## config.mk

```make
export PLATFORM = sky130hd
export DESIGN_NAME = apb_cmd_master_flat
export DESIGN_NICKNAME = d
export VERILOG_FILES = /design/src/rtl/apb_cmd_master_if.sv /design/src/rtl/apb_cmd_master.sv /design/src/flat_wrapper.sv
export SDC_FILE = /design/constraint.sdc
export NUM_CORES = 1
export LEC_CHECK = 0
export CELL_PAD_IN_SITES_DETAIL_PLACEMENT = 0
export CELL_PAD_IN_SITES_GLOBAL_PLACEMENT = 1
export CORE_UTILIZATION = 26
export CTS_CLUSTER_DIAMETER = 100
export DETAILED_ROUTE_END_ITERATION = 16
export PLACE_DENSITY = 0.79
export REMOVE_ABC_BUFFERS = 1
export SYNTH_ARGS = -nofsm -noshare
export SYNTH_HDL_FRONTEND = slang
export SYNTH_SLANG_ARGS = --single-unit
```

## constraint.sdc

```tcl
create_clock -name clk -period 3 [get_ports clk]
set_input_delay 0.9 -clock clk [delete_from_list [all_inputs] [get_ports clk]]
set_output_delay 0.9 -clock clk [all_outputs]
set_load 0.005 [all_outputs]
```

## src/rtl/apb_cmd_master_if.sv

```systemverilog
// APB3 bus bundle between the command master and an APB slave.
// Handshake: a transfer is offered when psel_o=1; penable_o=1 marks the access
// phase, and the transfer completes on the rising edge where psel_o, penable_o
// and pready_i are all 1 (prdata_i is valid only on that edge).
interface apb_cmd_master_if;
  logic        psel_o;
  logic        penable_o;
  logic [31:0] paddr_o;
  logic        pwrite_o;
  logic [31:0] pwdata_o;
  logic        pready_i;
  logic [31:0] prdata_i;

  modport master (
    output psel_o, penable_o, paddr_o, pwrite_o, pwdata_o,
    input  pready_i, prdata_i
  );

  modport slave (
    input  psel_o, penable_o, paddr_o, pwrite_o, pwdata_o,
    output pready_i, prdata_i
  );
endinterface

```

## src/rtl/apb_cmd_master.sv

```systemverilog
// Command-driven APB3 master: one read or write to a fixed address per command.
// Reads capture prdata; writes send the last captured value plus INCR.
// dbg_state_o encoding: 0 = IDLE, 1 = SETUP, 2 = ACCESS.
module apb_cmd_master #(
  parameter logic [31:0] TGT_ADDR = 32'hDEAD_CAFE,
  parameter logic [31:0] INCR     = 32'd1
) (
  input  logic                      clk,
  input  logic                      reset,
  input  logic [1:0]                cmd_i,
  apb_cmd_master_if.master          bus,
  output logic [1:0]                dbg_state_o,
  output logic [31:0]               dbg_rdata_o
);

  typedef enum logic [1:0] {
    IDLE   = 2'd0,
    SETUP  = 2'd1,
    ACCESS = 2'd2
  } state_t;

  localparam logic [1:0] CMD_RD = 2'b01;
  localparam logic [1:0] CMD_WR = 2'b10;

  state_t      state_q, state_d;
  logic [1:0]  cmd_q;
  logic [31:0] rdata_q;
  logic        start;
  logic        done;

  // Only read and write start a transfer; 00 and 11 leave the bus idle.
  assign start = (state_q == IDLE) && ((cmd_i == CMD_RD) || (cmd_i == CMD_WR));
  assign done  = (state_q == ACCESS) && bus.pready_i;

  // State, latched command and captured read data.
  always_ff @(posedge clk) begin
    if (reset) begin
      state_q <= IDLE;
      cmd_q   <= 2'b00;
      rdata_q <= 32'd0;
    end else begin
      state_q <= state_d;
      if (start) begin
        cmd_q <= cmd_i;
      end
      if (done && (cmd_q == CMD_RD)) begin
        rdata_q <= bus.prdata_i;
      end
    end
  end

  // Next state and bus outputs decoded from the registered state and command.
  always_comb begin
    state_d       = state_q;
    bus.psel_o    = 1'b0;
    bus.penable_o = 1'b0;
    bus.paddr_o   = 32'd0;
    bus.pwrite_o  = 1'b0;
    bus.pwdata_o  = 32'd0;
    unique case (state_q)
      IDLE: begin
        if (start) begin
          state_d = SETUP;
        end
      end
      SETUP: begin
        state_d    = ACCESS;
        bus.psel_o = 1'b1;
      end
      ACCESS: begin
        if (bus.pready_i) begin
          state_d = IDLE;
        end
        bus.psel_o    = 1'b1;
        bus.penable_o = 1'b1;
      end
      default: begin
        state_d = IDLE;
      end
    endcase
    // Address, direction and data are held constant for the whole transfer.
    if (bus.psel_o) begin
      bus.paddr_o  = TGT_ADDR;
      bus.pwrite_o = (cmd_q == CMD_WR);
      bus.pwdata_o = (cmd_q == CMD_WR) ? (rdata_q + INCR) : 32'd0;
    end
  end

  assign dbg_state_o = state_q;
  assign dbg_rdata_o = rdata_q;

endmodule

```

## src/flat_wrapper.sv

```systemverilog
// flat-port wrapper written by rule: the top's interface ports become plain ports
module apb_cmd_master_flat 
#(
  parameter logic [31:0] TGT_ADDR = 32'hDEAD_CAFE,
  parameter logic [31:0] INCR     = 32'd1
)
  (clk, reset, cmd_i, dbg_state_o, dbg_rdata_o, bus_psel_o, bus_penable_o, bus_paddr_o, bus_pwrite_o, bus_pwdata_o, bus_pready_i, bus_prdata_i);
  apb_cmd_master_if bus_i ();
  input  logic clk;
  input  logic reset;
  input  logic [1:0] cmd_i;
  output logic [1:0] dbg_state_o;
  output logic [31:0] dbg_rdata_o;
  output wire logic [$bits(bus_i.psel_o)-1:0] bus_psel_o;
  output wire logic [$bits(bus_i.penable_o)-1:0] bus_penable_o;
  output wire logic [$bits(bus_i.paddr_o)-1:0] bus_paddr_o;
  output wire logic [$bits(bus_i.pwrite_o)-1:0] bus_pwrite_o;
  output wire logic [$bits(bus_i.pwdata_o)-1:0] bus_pwdata_o;
  input wire logic [$bits(bus_i.pready_i)-1:0] bus_pready_i;
  input wire logic [$bits(bus_i.prdata_i)-1:0] bus_prdata_i;
  assign bus_psel_o = bus_i.psel_o;
  assign bus_penable_o = bus_i.penable_o;
  assign bus_paddr_o = bus_i.paddr_o;
  assign bus_pwrite_o = bus_i.pwrite_o;
  assign bus_pwdata_o = bus_i.pwdata_o;
  assign bus_i.pready_i = bus_pready_i;
  assign bus_i.prdata_i = bus_prdata_i;
  apb_cmd_master #(.TGT_ADDR(TGT_ADDR), .INCR(INCR)) u_core (.clk(clk), .reset(reset), .cmd_i(cmd_i), .bus(bus_i), .dbg_state_o(dbg_state_o), .dbg_rdata_o(dbg_rdata_o));
endmodule
```

==> run metrics <==
Area Overhead vs Synth 76.8%; Final Skew 0.00834 ns; Finished Cell Area 4350 um2; Port Buffers 127; Netlist Area Pre-Place 2460 um2; first-pass GRT wire length 14,400 um; Avg Cell Area, Syn 7.06 um2; CP peak stage delay 0.60 ns; initial core utilization 26.8%; WL met3 390 um; routed wire length 8910 um; Yosys reg bits 36; Critical Path Sink Type primary output; Final Critical Period 3.28 ns; Root Buffer clkbuf_8; dpl cells 601; DR WL met2 4490 um; overall die width 99.3 um; RSZ-0062 raised after global routing true; drc violations 0; Metal-1 WL 3940 um; Layout fillers 919; instance area after placement 3990 um2; vias per inst 4.76; largest area contributor in the netlist dfxtp_1; share of the synthesized area in the top cell type 29.3%; number of clock sinks 36; dpl hpwl 6220 um; Core Util, Final 47.3%; ANT nets after route 0; CTS tree done; maximum VDD drop 180 uV; clock buffer count from CTS 5; Placement Rows 35; Final period util 109%; GPL Wtd Cong 0.790; Final setup viols 17; Worst Path Arrival 2.38 ns; CTS H-tree depth 2; most common cell in the netlist nand2_1; PnR worst setup slack -0.279 ns; CP most frequent cell or4_4; Yosys warning total 0; clock buffer depth 2; Remaining Overflow, GRT 0; element type at the critical path start flop; EDFF count, synth 0; slowest CP cell or4_4; Crit Path Class reg2out; clock-pin slew on the worst setup and hold paths 0.07 ns; Core Footprint 9200 um2; TritonRoute pass-1 iters 4; vias in the first global route 2,871; register area share after synthesis 29.3%; Total GRT Usage 18.1%; crit-path max FO 5; worst-path cell chain ha_4 -> nand3_2 -> or4_4 -> buf_8 -> or4_4 -> a21oi_2 -> buf_2; Post-Layout Cell Count 620; synth cell count leaders 77 x nand2_1, 53 x a21oi_1, 36 x dfxtp_1; Synth area leaders dfxtp_1 29%, nand2_1 12%, a21oi_1 11%, buf_4 10%, or4_1 4.9%; failing checks negative setup slack; Mapped Cells 349; largest net degree at the start of global routing 37; initial antenna violation count 0; Die Span Y 99.3 um; run status complete, but fails checks; NumNets Final 550; Fin. Hold Viols 0; Async SR Flop Fraction 0%; Detailed Route Iter0 Violations 84; Leak 1.65 nW; I/O Pins 138; layout cells sized above 1 28.1%; number of diodes 0; Final Max Tran Viols 0; Max Clock Freq 0.305 GHz; DR WL/cell 14.4 um; post-synth cell types 38; Die Footprint 9860 um2; ys flop type dfxtp_1; clk_lat worst skew 0.29 ns; WP data required 2.10 ns; vias 2,954; max cap viols 0; max layer used met4; min-delay worst type reg2reg; PwrDens 267 nW/um2
==> sequential cells by signal, summed over array words and instances, names as in the netlist <==
name and cells:
u_core.dbg_rdata_o 32, u_core.dbg_state_o 2, u_core.cmd_q 2
==> placed cells by master, fill, tap and decap left out, types with 2 or more instances in the layout <==
cell type / instances
or4_1: 5
dfxtp_1: 29
dfxtp_2: 6
nand3_1: 9
a21oi_1: 42
xnor2_1: 10
mux2i_1: 2
buf_4: 59
buf_2: 20
a21oi_2: 11
and4_1: 2
nand4_1: 7
nand2b_1: 3
nand2_1: 77
clkbuf_8: 5
dlymetal6s2s_1: 2
nor2_1: 21
conb_1: 10
buf_8: 2
or3_4: 2
o21ai_0: 4
or3_1: 5
ha_1: 3
buf_6: 8
xor2_1: 2
clkdlybuf4s50_1: 103
or4_4: 11
nand3_2: 2
nor4_4: 5
inv_1: 9
o31ai_1: 12
nor3_1: 2
==> worst max-delay path: cells and delay by family (launching register included) <==
family / cells / cell delay, ns
buf+inv: 2 / 0.29
flops: 1 / 0.37
fa+ha+maj: 1 / 0.14
compound gates: 1 / 0.12
simple gates: 3 / 1.19
==> per-layer routing <==
layer,global-route usage (%),vias to the layer above
met5,0,-
met4,4.19,0
met2,32.2,83
li1,-,1474
met3,2.95,6
met1,22.9,1391
==> kinds of logic (layout without fill, tap and decap cells) <==
logic type / Yosys count / in the layout / synth area share [%]
XOR/XNOR: 13 / 13 / 4.62
flip-flops: 36 / 36 / 29.3
adder cells (fa/ha/maj): 4 / 4 / 2.03
other: 1 / 10 / 0.152
AO/OA/AOI/OAI: 70 / 70 / 15.4
multiplexers: 2 / 2 / 0.813
buffers and inverters: 63 / 214 / 16.1
AND/OR/NAND/NOR: 160 / 160 / 31.6
==> worst paths after layout <==
kind                     startpoint                     end  slack [ns]  cells past startpoint
max reg2reg   u_core.dbg_state_o[0]   u_core.dbg_rdata_o[2]        1.59                      6
min reg2reg  u_core.dbg_rdata_o[31]  u_core.dbg_rdata_o[31]        0.50                      2
min          u_core.dbg_rdata_o[31]  u_core.dbg_rdata_o[31]        0.50                      2
max           u_core.dbg_rdata_o[1]        bus_pwdata_o[28]       -0.28                      7
==> metrics by stage <==
step                      hold WS [ns]  TNS (ns)  setup WS (ns)  total power [mW]
after detailed placement         0.480     -5.19         -0.408             0.839
after CTS                        0.488     -3.15         -0.292              1.18
final                            0.496     -3.39         -0.279              1.16
after floorplan                  0.455    -13.87         -0.616             0.587
after global routing             0.535     -5.26         -0.368              1.22
after global placement           0.476     -4.97         -0.392             0.831
==> timing repair <==
| action | in CTS | in global routing |
|---|---|---|
| hold buffers | 0 | 0 |
| endpoints found under the hold margin | 0 | 0 |
| resized for setup | 132 | 24 |
| cloned | 2 | 0 |
| setup endpoints to repair | 30 | 32 |
| pin swaps | 30 | 12 |
| setup buffers | 10 | 3 |
==> cell type report <==
class	instances	area (um2)	area share (%)
clock buffer	6	72.6	1.67
inverter	9	33.8	0.776
sequential	36	732	16.8
clock inverter	1	5.00	0.115
timing repair buffer	198	1780	40.9
multi-input combinational	259	1590	36.6
tap	111	139	3.19
==> report_power, final <==
part           switching [mW]  total (mW)  internal (mW)  leakage [nW]
registers             0.00884       0.495          0.486         0.294
logic                   0.121       0.335          0.214          1.32
clock network           0.172       0.330          0.158        0.0410
total                   0.302        1.16          0.859          1.65
Power figures use the tool's default switching activity.
